<file path="src/rtl/ucsbece154a_mc_controller.sv">
// Multicycle RV32I control FSM: Moore decode of the state register drives the datapath enables/muxes.
// Optional memory wait handshake with timeout is enabled by defining CTRL_MEM_HANDSHAKE_EN.
module ucsbece154a_mc_controller #(
    parameter int ALU_CTRL_W  = 4,
    parameter int MEM_TIMEOUT = 15,
    parameter int TIMEOUT_W   = 4
) (
    input  logic                  clk,
    input  logic                  reset_n,
    input  logic [6:0]            op_i,
    input  logic [2:0]            funct3_i,
    input  logic                  funct7_i,
    input  logic                  zero_i,
    input  logic                  mem_ready_i,
    output logic                  PCWrite_o,
    output logic                  MemWrite_o,
    output logic                  IRWrite_o,
    output logic                  RegWrite_o,
    output logic                  AdrSrc_o,
    output logic [1:0]            ALUSrcA_o,
    output logic [1:0]            ALUSrcB_o,
    output logic [1:0]            ResultSrc_o,
    output logic [ALU_CTRL_W-1:0] ALUControl_o,
    output logic [2:0]            ImmSrc_o,
    output logic                  mem_req_o,
    output logic                  fault_o,
    output logic [1:0]            fault_cause_o,
    output logic [3:0]            state_dbg_o
);

    typedef enum logic [3:0] {
        S_FETCH, S_DECODE, S_MEMADR, S_MEMREAD, S_MEMWB, S_MEMWRITE, S_EXECR, S_EXECI,
        S_ALUWB, S_JAL, S_JALR, S_JALLINK, S_BRANCH, S_LUI, S_FAULT
    } state_t;

    localparam logic [3:0] ALU_ADD = 4'd0, ALU_SUB = 4'd1, ALU_AND = 4'd2, ALU_OR  = 4'd3,
                           ALU_XOR = 4'd4, ALU_SLT = 4'd5, ALU_SLL = 4'd6, ALU_SRL = 4'd7,
                           ALU_SRA = 4'd8, ALU_PASSB = 4'd9;

    state_t               r_state, w_state_next;
    logic [1:0]           r_fault_cause, w_cause_next;
    logic [TIMEOUT_W-1:0] r_wait_cnt;
    logic                 w_ready, w_timeout, w_mem_state;
    logic                 w_pc_update, w_branch, w_mem_write, w_ir_write, w_reg_write, w_adr_src;
    logic                 w_mem_req, w_fault;
    logic [1:0]           w_src_a, w_src_b, w_res_src;
    logic [3:0]           w_alu, w_funct_alu;

    // Memory handshake: a memory state (FETCH/MEMREAD/MEMWRITE) holds mem_req_o high and completes
    // in the cycle mem_ready_i is sampled high; that cycle alone carries IRWrite/PCUpdate/MemWrite.
`ifdef CTRL_MEM_HANDSHAKE_EN
    assign w_ready = mem_ready_i;
`else
    assign w_ready = 1'b1 | mem_ready_i;
`endif

    assign w_mem_state = (r_state == S_FETCH) || (r_state == S_MEMREAD) || (r_state == S_MEMWRITE);
    assign w_timeout   = (r_wait_cnt == TIMEOUT_W'(MEM_TIMEOUT - 1));

    always_ff @(posedge clk or negedge reset_n) begin
        if (!reset_n) begin
            r_state       <= S_FETCH;
            r_fault_cause <= 2'b00;
            r_wait_cnt    <= '0;
        end else begin
            r_state       <= w_state_next;
            r_fault_cause <= w_cause_next;
            if (w_mem_state && (w_state_next == r_state))
                r_wait_cnt <= r_wait_cnt + TIMEOUT_W'(1);
            else
                r_wait_cnt <= '0;
        end
    end

    always_comb begin
        case (funct3_i)
            3'b000:  w_funct_alu = (funct7_i & op_i[5]) ? ALU_SUB : ALU_ADD;
            3'b001:  w_funct_alu = ALU_SLL;
            3'b010:  w_funct_alu = ALU_SLT;
            3'b100:  w_funct_alu = ALU_XOR;
            3'b101:  w_funct_alu = funct7_i ? ALU_SRA : ALU_SRL;
            3'b110:  w_funct_alu = ALU_OR;
            3'b111:  w_funct_alu = ALU_AND;
            default: w_funct_alu = ALU_ADD;
        endcase
    end

    always_comb begin
        w_state_next = r_state;
        w_cause_next = r_fault_cause;
        w_pc_update  = 1'b0;
        w_branch     = 1'b0;
        w_mem_write  = 1'b0;
        w_ir_write   = 1'b0;
        w_reg_write  = 1'b0;
        w_adr_src    = 1'b0;
        w_mem_req    = 1'b0;
        w_fault      = 1'b0;
        w_src_a      = 2'b00;
        w_src_b      = 2'b00;
        w_res_src    = 2'b00;
        w_alu        = ALU_ADD;
        case (r_state)
            S_FETCH: begin
                w_ir_write  = w_ready;
                w_pc_update = w_ready;
                w_src_b     = 2'b10;
                w_res_src   = 2'b10;
                w_mem_req   = 1'b1;
                if (w_ready) w_state_next = S_DECODE;
                else if (w_timeout) begin
                    w_state_next = S_FAULT;
                    w_cause_next = 2'b10;
                end
            end
            S_DECODE: begin
                w_src_a = 2'b01;
                w_src_b = 2'b01;
                case (op_i)
                    7'b0000011, 7'b0100011: w_state_next = S_MEMADR;
                    7'b0110011: w_state_next = S_EXECR;
                    7'b0010011: w_state_next = S_EXECI;
                    7'b1100011: w_state_next = S_BRANCH;
                    7'b1101111: w_state_next = S_JAL;
                    7'b1100111: w_state_next = S_JALR;
                    7'b0110111: w_state_next = S_LUI;
                    default: begin
                        w_state_next = S_FAULT;
                        w_cause_next = 2'b01;
                    end
                endcase
            end
            S_MEMADR: begin
                w_src_a      = 2'b10;
                w_src_b      = 2'b01;
                w_state_next = (op_i == 7'b0100011) ? S_MEMWRITE : S_MEMREAD;
            end
            S_MEMREAD, S_MEMWRITE: begin
                w_adr_src   = 1'b1;
                w_mem_req   = 1'b1;
                w_mem_write = (r_state == S_MEMWRITE) && w_ready;
                if (w_ready) w_state_next = (r_state == S_MEMWRITE) ? S_FETCH : S_MEMWB;
                else if (w_timeout) begin
                    w_state_next = S_FAULT;
                    w_cause_next = 2'b10;
                end
            end
            S_MEMWB: begin
                w_reg_write  = 1'b1;
                w_res_src    = 2'b01;
                w_state_next = S_FETCH;
            end
            S_EXECR, S_EXECI: begin
                w_src_a      = 2'b10;
                w_src_b      = (r_state == S_EXECI) ? 2'b01 : 2'b00;
                w_alu        = w_funct_alu;
                w_state_next = S_ALUWB;
            end
            S_ALUWB: begin
                w_reg_write  = 1'b1;
                w_state_next = S_FETCH;
            end
            S_JAL: begin
                w_pc_update  = 1'b1;
                w_src_a      = 2'b01;
                w_src_b      = 2'b10;
                w_state_next = S_ALUWB;
            end
            S_JALR: begin
                w_pc_update  = 1'b1;
                w_res_src    = 2'b10;
                w_src_a      = 2'b10;
                w_src_b      = 2'b01;
                w_state_next = S_JALLINK;
            end
            S_JALLINK: begin
                w_src_a      = 2'b01;
                w_src_b      = 2'b10;
                w_state_next = S_ALUWB;
            end
            S_BRANCH: begin
                w_branch     = 1'b1;
                w_src_a      = 2'b10;
                w_alu        = ALU_SUB;
                w_state_next = S_FETCH;
            end
            S_LUI: begin
                w_src_b      = 2'b01;
                w_res_src    = 2'b10;
                w_alu        = ALU_PASSB;
                w_state_next = S_ALUWB;
            end
            S_FAULT: w_fault = 1'b1;
            default: w_state_next = S_FETCH;
        endcase
    end

    // funct3_i[0] separates beq (take on zero) from bne (take on not-zero)
    assign PCWrite_o  = reset_n & (w_pc_update | (w_branch & (zero_i ^ funct3_i[0])));
    assign MemWrite_o = reset_n & w_mem_write;
    assign IRWrite_o  = reset_n & w_ir_write;
    assign RegWrite_o = reset_n & w_reg_write;
    assign mem_req_o  = reset_n & w_mem_req;
    assign AdrSrc_o      = w_adr_src;
    assign ALUSrcA_o     = w_src_a;
    assign ALUSrcB_o     = w_src_b;
    assign ResultSrc_o   = w_res_src;
    assign ALUControl_o  = ALU_CTRL_W'(w_alu);
    assign fault_o       = w_fault;
    assign fault_cause_o = r_fault_cause;
    assign state_dbg_o   = r_state;

    always_comb begin
        case (op_i)
            7'b0100011: ImmSrc_o = 3'b001;
            7'b1100011: ImmSrc_o = 3'b010;
            7'b1101111: ImmSrc_o = 3'b011;
            7'b0110111: ImmSrc_o = 3'b100;
            default:    ImmSrc_o = 3'b000;
        endcase
    end

endmodule

</file>
<file path="config.mk">
export PLATFORM = sky130hd
export DESIGN_NAME = ucsbece154a_mc_controller
export DESIGN_NICKNAME = d
export VERILOG_FILES = /design/src/rtl/ucsbece154a_mc_controller.sv
export SDC_FILE = /design/constraint.sdc
export NUM_CORES = 1
export LEC_CHECK = 0
export CAP_MARGIN = 5
export CORE_MARGIN = 2
export CORE_UTILIZATION = 43
export CTS_CLUSTER_DIAMETER = 100
export DETAILED_ROUTE_END_ITERATION = 6
export GPL_ROUTABILITY_DRIVEN = 1
export PLACE_DENSITY = 0.9
export SYNTH_ARGS = -nofsm -noshare
export SYNTH_HDL_FRONTEND = slang
export SYNTH_SLANG_ARGS = --single-unit
</file>
<file path="constraint.sdc">
create_clock -name clk -period 4.45 [get_ports clk]
set_input_delay 1.335 -clock clk [delete_from_list [all_inputs] [get_ports clk]]
set_output_delay 1.335 -clock clk [all_outputs]
set_load 0.03 [all_outputs]
</file>
==> results_dict.tcl, run 1 <==
set metrics [dict create \
    worst-setup-path-type "in2out" \
    grt_use_total_pct 21.0 \
    clk_latency_ps 240 \
    grt_first_pass_wirelength_mm 3.51 \
    async_reset_ff_share_pct 100 \
    sequentialPowerShare_pct 19.4 \
    grt_start_max_net_pins 22 \
    layout-drive-gt1-share_pct 14.4 \
    cp_data_arrival_time_ps 3000 \
    synth-seq-cells 5 \
    postCtsHoldBufs 0 \
    cts.clk_slew.worst_paths_ps 40 \
    finalHoldViolCount 0 \
    cts-root-to-sink-buffers 2 \
    crit_path_end_kind "output port" \
    power.clock.fraction_pct 7.6 \
    final_antenna_net_count 0 \
    final-seq-area_um2 125 \
    hold_depth 1 \
    ff2ff_setup_slack_ps 2900 \
    worst_hold_path.endpoint "fault_cause_o[0]" \
    synth_largest_area_cell "sky130_fd_sc_hd__dfrtp_1" \
    critPathLaunchType "input pin" \
    period_needed_ps 4340 \
    synth.yosys.seq_area_share_pct 14.8 \
    reg2reg_from "state_dbg_o[1]" \
    layout_commonest_cell "sky130_fd_sc_hd__clkdlybuf4s50_1" \
    timing.final.setup_violations 0 \
    worst_hold_slack_ps 449 \
    first_global_vias 842 \
    regToRegEndpoint "state_dbg_o[1]" \
    ios 41 \
    yosysTopAreaCellShare_pct 14.8 \
    wire_per_inst_um 12.8 \
    pwr-share-comb_pct 73.0 \
    rsz0062_at_grt "no" \
    clock-root-buffer "sky130_fd_sc_hd__clkbuf_4" \
    outcome "complete, no violations" \
    critPathRequiredTime_ps 3120 \
    gp_routability_congestion 0.830 \
    rr_worst_depth 4 \
    fillers 169 \
    fin_tns_setup_ps 0 \
    min_delay_startpoint "fault_cause_o[0]" \
    start_util_pct 44.3 \
    dp_hpwl_mm 1.81 \
    min_delay_worst_type "reg2reg" \
    syn_inst_count 115 \
    firstDrtPassIters 4 \
    total_power_mw 0.684 \
    worstPathCellList "clkdlybuf4s50_1 > nor2b_1 > nand4_1 > a21oi_1 > clkdlybuf4s50_1" \
    crit_slowest_cell "sky130_fd_sc_hd__clkdlybuf4s50_1" \
    placement_rows 16 \
    htree_num_levels 1 \
    layout_common_cells "sky130_fd_sc_hd__clkdlybuf4s50_1 (33), sky130_fd_sc_hd__nor2_1 (12), sky130_fd_sc_hd__buf_4 (12)" \
    cp_max_fo 3 \
    final_net_count 169 \
    timing.clock.skew_ps 3.68 \
    cts-buffers-inserted 3 \
    antennaDiodeCount 0 \
    layout_worst_path_cycle_share_pct 97.5 \
    syn_avg_cell_area_um2 7.33 \
    die-width_um 48.3 \
    netSwitchingPower_mw 0.372 \
    routed_wire_length_mm 2.30 \
    cts.sinks 5 \
    layout-area-overhead-vs-synth_pct 45.8 \
    synth_top_cells_by_area "sky130_fd_sc_hd__dfrtp_1 (15%), sky130_fd_sc_hd__buf_6 (8.0%), sky130_fd_sc_hd__nor2_1 (5.3%)" \
    vdd_ir_drop_max_mv 0.244 \
    p_sw_share_pct 54.3 \
    drc 0 \
    cts_tree "yes" \
    max-cap-violations 0 \
    vias_per_cell 5.54 \
    detailedRoute.firstIterationViolations 24 \
    grt_antenna_before_repair 0 \
    final_max_slew_viol_count 0 \
    max_freq_mhz 230 \
    yosys_most_used_dff "sky130_fd_sc_hd__dfrtp_1" \
    internal_power_mw 0.312 \
    total_number_of_vias 998 \
    power.density_nw_per_um2 556 \
    die_height_um 48.3 \
    multiInputGateArea_um2 601 \
    slew-limit-headroom_pct 57.1 \
    io_buffer_count 38 \
    critical-path-max-stage-delay_ps 680 \
    globalRouteOverflowTotal 0 \
    post_synth_instance_area_um2 843 \
    yosysUniqueCellTypes 45 \
    syn_nets 130 \
    die_area_um2 2330 \
    core-area_um2 1900 \
    critical-path-top-cell-by-count "sky130_fd_sc_hd__clkdlybuf4s50_1" \
    synth_edf_count 0 \
    synth-warning-count 0 \
    power_leakage_nw 0.482 \
    worst_slew_pin_slew_ps 644 \
]
## worst max-delay path: cells and delay by family
family                 cells  cell delay [ps]
AND/OR/NAND/NOR            2              320
buffers and inverters      2             1190
AO/OA/AOI/OAI              1              150
## how the worst max path moves through the flow
stage / startpoint / to
6_report: funct3_i[0] / ALUControl_o[3]
5_1_grt: funct3_i[0] / PCWrite_o
4_1_cts: funct3_i[0] / ALUControl_o[1]
3_5_place_dp: funct3_i[0] / PCWrite_o
3_3_place_gp: funct3_i[0] / ALUControl_o[3]
2_1_floorplan: funct7_i / ALUControl_o[2]
## timing repair
action	4_1_cts	5_1_grt
gates resized for setup	0	1
setup buffers	0	0
setup endpoints to repair	0	1
## layout make-up
class,instances,area share (%)
Clock buffer,4,2.14
Inverter,3,0.916
Multi-Input combinational cell,95,48.8
Sequential cell,5,10.2
Tap cell,27,2.75
Timing Repair Buffer,46,35.2
## cell families after synthesis
kind of cell           count (synthesis)  synth area share (%)
AO/OA/AOI/OAI                         31                  27.5
XOR/XNOR                               5                  5.19
buffers and inverters                 15                  13.9
flip-flops                             5                  14.8
multiplexers                           1                  1.34
other                                  1                 0.445
AND/OR/NAND/NOR                       57                  36.8
## stage by stage
step | std cells | instance area, µm² | util [%] | worst slack (ps)
after floorplan | 115 | 843 | - | 71.0
after global placement | 176 | 1200 | 63.2 | 104
after detailed placement | 176 | 1200 | 63.2 | 103
after CTS | 180 | 1230 | 64.5 | 98.1
after global routing | 180 | 1230 | 64.7 | 30.5
final | 180 | 1230 | 64.7 | 110
## power groups by stage
stage               sequential [mW]  clock, mW  combinational [mW]
CTS                           0.131     0.0535               0.500
global route                  0.140     0.0580               0.538
finish                        0.133     0.0518               0.500
global placement              0.130          0               0.490
floorplan                     0.104          0               0.378
detailed placement            0.132          0               0.499
## sequential cells by signal (all words and copies together) (netlist names)
signal / cells
state_dbg_o: 4
fault_cause_o: 1
## synthesized netlist by cell type (2+ instances only)
cell type / n
sky130_fd_sc_hd__buf_4: 3
sky130_fd_sc_hd__nor3_1: 7
sky130_fd_sc_hd__and2b_1: 2
sky130_fd_sc_hd__nand3_1: 6
sky130_fd_sc_hd__xnor2_1: 4
sky130_fd_sc_hd__a21oi_1: 8
sky130_fd_sc_hd__a31oi_1: 2
sky130_fd_sc_hd__o21ai_0: 4
sky130_fd_sc_hd__inv_1: 3
sky130_fd_sc_hd__nand2b_1: 3
sky130_fd_sc_hd__dfrtp_1: 5
sky130_fd_sc_hd__buf_6: 6
sky130_fd_sc_hd__and3b_1: 2
sky130_fd_sc_hd__o21a_1: 2
sky130_fd_sc_hd__o221ai_1: 2
sky130_fd_sc_hd__o32ai_1: 2
sky130_fd_sc_hd__nor2b_1: 3
sky130_fd_sc_hd__nor2_1: 12
sky130_fd_sc_hd__nand3b_1: 2
sky130_fd_sc_hd__nor4_1: 2
sky130_fd_sc_hd__a21o_1: 2
sky130_fd_sc_hd__nand2_1: 10
## layer usage
| layer | up-vias | GRT usage [%] | share of wire, % |
|---|---|---|---|
| met3 | 0 | 4.81 | 5.1 |
| met5 | - | 0 | 0 |
| li1 | 500 | - | - |
| met1 | 464 | 25.1 | 43 |
| met4 | 0 | 1.08 | 0 |
| met2 | 34 | 39.5 | 52 |
Power figures use the tool's default switching activity.
==> inputs of run 2 (changes only) <==
- CELL_PAD_IN_SITES_DETAIL_PLACEMENT: unset -> 1
- CELL_PAD_IN_SITES_GLOBAL_PLACEMENT: unset -> 1
- CORE_UTILIZATION: 43 -> 30
- PLACE_DENSITY: 0.9 -> 0.92
==> run 2 against run 1 <==
Combinational power barely moved; sequential power rose by 5%; first-iteration DRC count down 67%; worst setup slack improved by 8.9 ps; die area rose by 39%; sequential share of layout area grew 0.062 points; largest power group unchanged; highest routed layer is now met4.
==> results_dict.tcl, run 2 (synthesis gave the netlist of run 1 again) <==
set metrics [dict create \
    layout-area-overhead-vs-synth_pct 45.0 \
    power_leakage_nw 0.480 \
    min_delay_worst_type "reg2reg" \
    wire_per_inst_um 15.0 \
    max-cap-violations 0 \
    worst_slack_ps 119 \
    cts_tree "yes" \
    total_power_mw 0.694 \
    cts-buffers-inserted 3 \
    critical-path-max-stage-delay_ps 730 \
    drc 0 \
    detailedRoute.firstIterationViolations 8 \
    grt_start_max_net_pins 22 \
    die_area_um2 3250 \
    final_antenna_net_count 0 \
    max_freq_mhz 231 \
    grt_antenna_before_repair 0 \
    cts.clk_slew.worst_paths_ps 40 \
    worst_hold_slack_ps 457 \
    first_global_vias 957 \
    multiInputGateArea_um2 601 \
    cp_data_arrival_time_ps 3000 \
    clock-root-buffer "sky130_fd_sc_hd__clkbuf_4" \
    outcome "complete, no violations" \
    ff2ff_setup_slack_ps 2910 \
    antennaDiodeCount 0 \
    htree_num_levels 1 \
    layout-drive-gt1-share_pct 15.1 \
    start_util_pct 31.1 \
    die_height_um 57.0 \
    critPathLaunchType "input pin" \
    largest_register_ffs 4 \
    core-area_um2 2710 \
    crit_slowest_cell "sky130_fd_sc_hd__clkdlybuf4s50_1" \
    worst_slew_pin_slew_ps 697 \
    power.density_nw_per_um2 568 \
    layout_worst_path_cycle_share_pct 97.3 \
    crit_path_end_kind "output port" \
    timing.clock.skew_ps 4.70 \
    worst-setup-path-type "in2out" \
    rsz0062_at_grt "no" \
    grt_first_pass_wirelength_mm 4.33 \
    placement_rows 19 \
    cts-root-to-sink-buffers 2 \
    layout_common_cells "sky130_fd_sc_hd__clkdlybuf4s50_1 (31), sky130_fd_sc_hd__buf_4 (13), sky130_fd_sc_hd__nor2_1 (12)" \
    finalHoldViolCount 0 \
    critPathRequiredTime_ps 3120 \
    dp_hpwl_mm 2.21 \
    vias_per_cell 5.56 \
    total_number_of_vias 1017 \
    vdd_ir_drop_max_mv 0.313 \
    globalRouteOverflowTotal 0 \
    grt_use_total_pct 16.8 \
    clk_latency_ps 250 \
    period_needed_ps 4330 \
    firstDrtPassIters 4 \
    fillers 356 \
    cts.sinks 5 \
    cp_max_fo 5 \
    worstPathCellList "clkdlybuf4s50_1 > nand2_1 > nor3_1 > clkdlybuf4s50_1" \
    ios 41 \
    io_buffer_count 38 \
    critical-path-top-cell-by-count "sky130_fd_sc_hd__clkdlybuf4s50_1" \
    routed_wire_length_mm 2.74 \
    die-width_um 57.0 \
    timing.final.setup_violations 0 \
    slew-limit-headroom_pct 53.5 \
    dp_slack_ps 67.4 \
    fin_tns_setup_ps 0 \
    final_max_slew_viol_count 0 \
    layout_commonest_cell "sky130_fd_sc_hd__clkdlybuf4s50_1" \
    gp_routability_congestion 0.820 \
    final_net_count 168 \
    final-seq-area_um2 125 \
]
run 2: path summary, 6_finish.rpt:
kind,startpoint,end,cells past startpoint
min in group asynchronous,reset_n,state_dbg_o[0],2
setup reg to reg,state_dbg_o[1],state_dbg_o[1],4
hold / removal,fault_cause_o[0],fault_cause_o[0],1
max in group asynchronous,reset_n,state_dbg_o[2],2
setup / recovery,reset_n,IRWrite_o,4
hold reg to reg,fault_cause_o[0],fault_cause_o[0],1
run 2: where the power goes:
group,internal [mW],switching [mW]
sequential,0.0606,0.0779
combinational,0.216,0.287
clock,0.0339,0.0193
total,0.310,0.384
run 2: metal layers:
metal / track usage [%] / share of wire [%] / up-vias
met5: 0 / 0 / -
met4: 4.32 / 0.58 / 0
met3: 3.85 / 3.8 / 2
met2: 31.5 / 56 / 26
met1: 19.0 / 40 / 493
li1: - / - / 496
run 2: what timing repair did:
action / 4_1_cts / 5_1_grt
hold buffers: 0 / 0
setup buffers: 0 / 0
endpoints found under the setup margin: 0 / 1
gates resized for setup: 0 / 1
run 2: stage by stage:
step                      std cells  area [µm²]  utilization, %
after detailed placement        179        1190            44.0
after floorplan                 115         843               -
after global placement          179        1190            44.0
after global routing            183        1220            45.1
final                           183        1220            45.1
after CTS                       183        1220            45.0
run 2: cell type report:
class	instances	area share, %
tap	31	3.17
timing repair buffer	45	34.4
sequential	5	10.2
inverter	3	0.921
clock buffer	4	2.15
multi-input combinational	95	49.1
run 2: critical path, delay by kind of cell:
| kind | cells | cell delay (ps) |
|---|---|---|
| simple gates | 2 | 340 |
| buf+inv | 2 | 1330 |
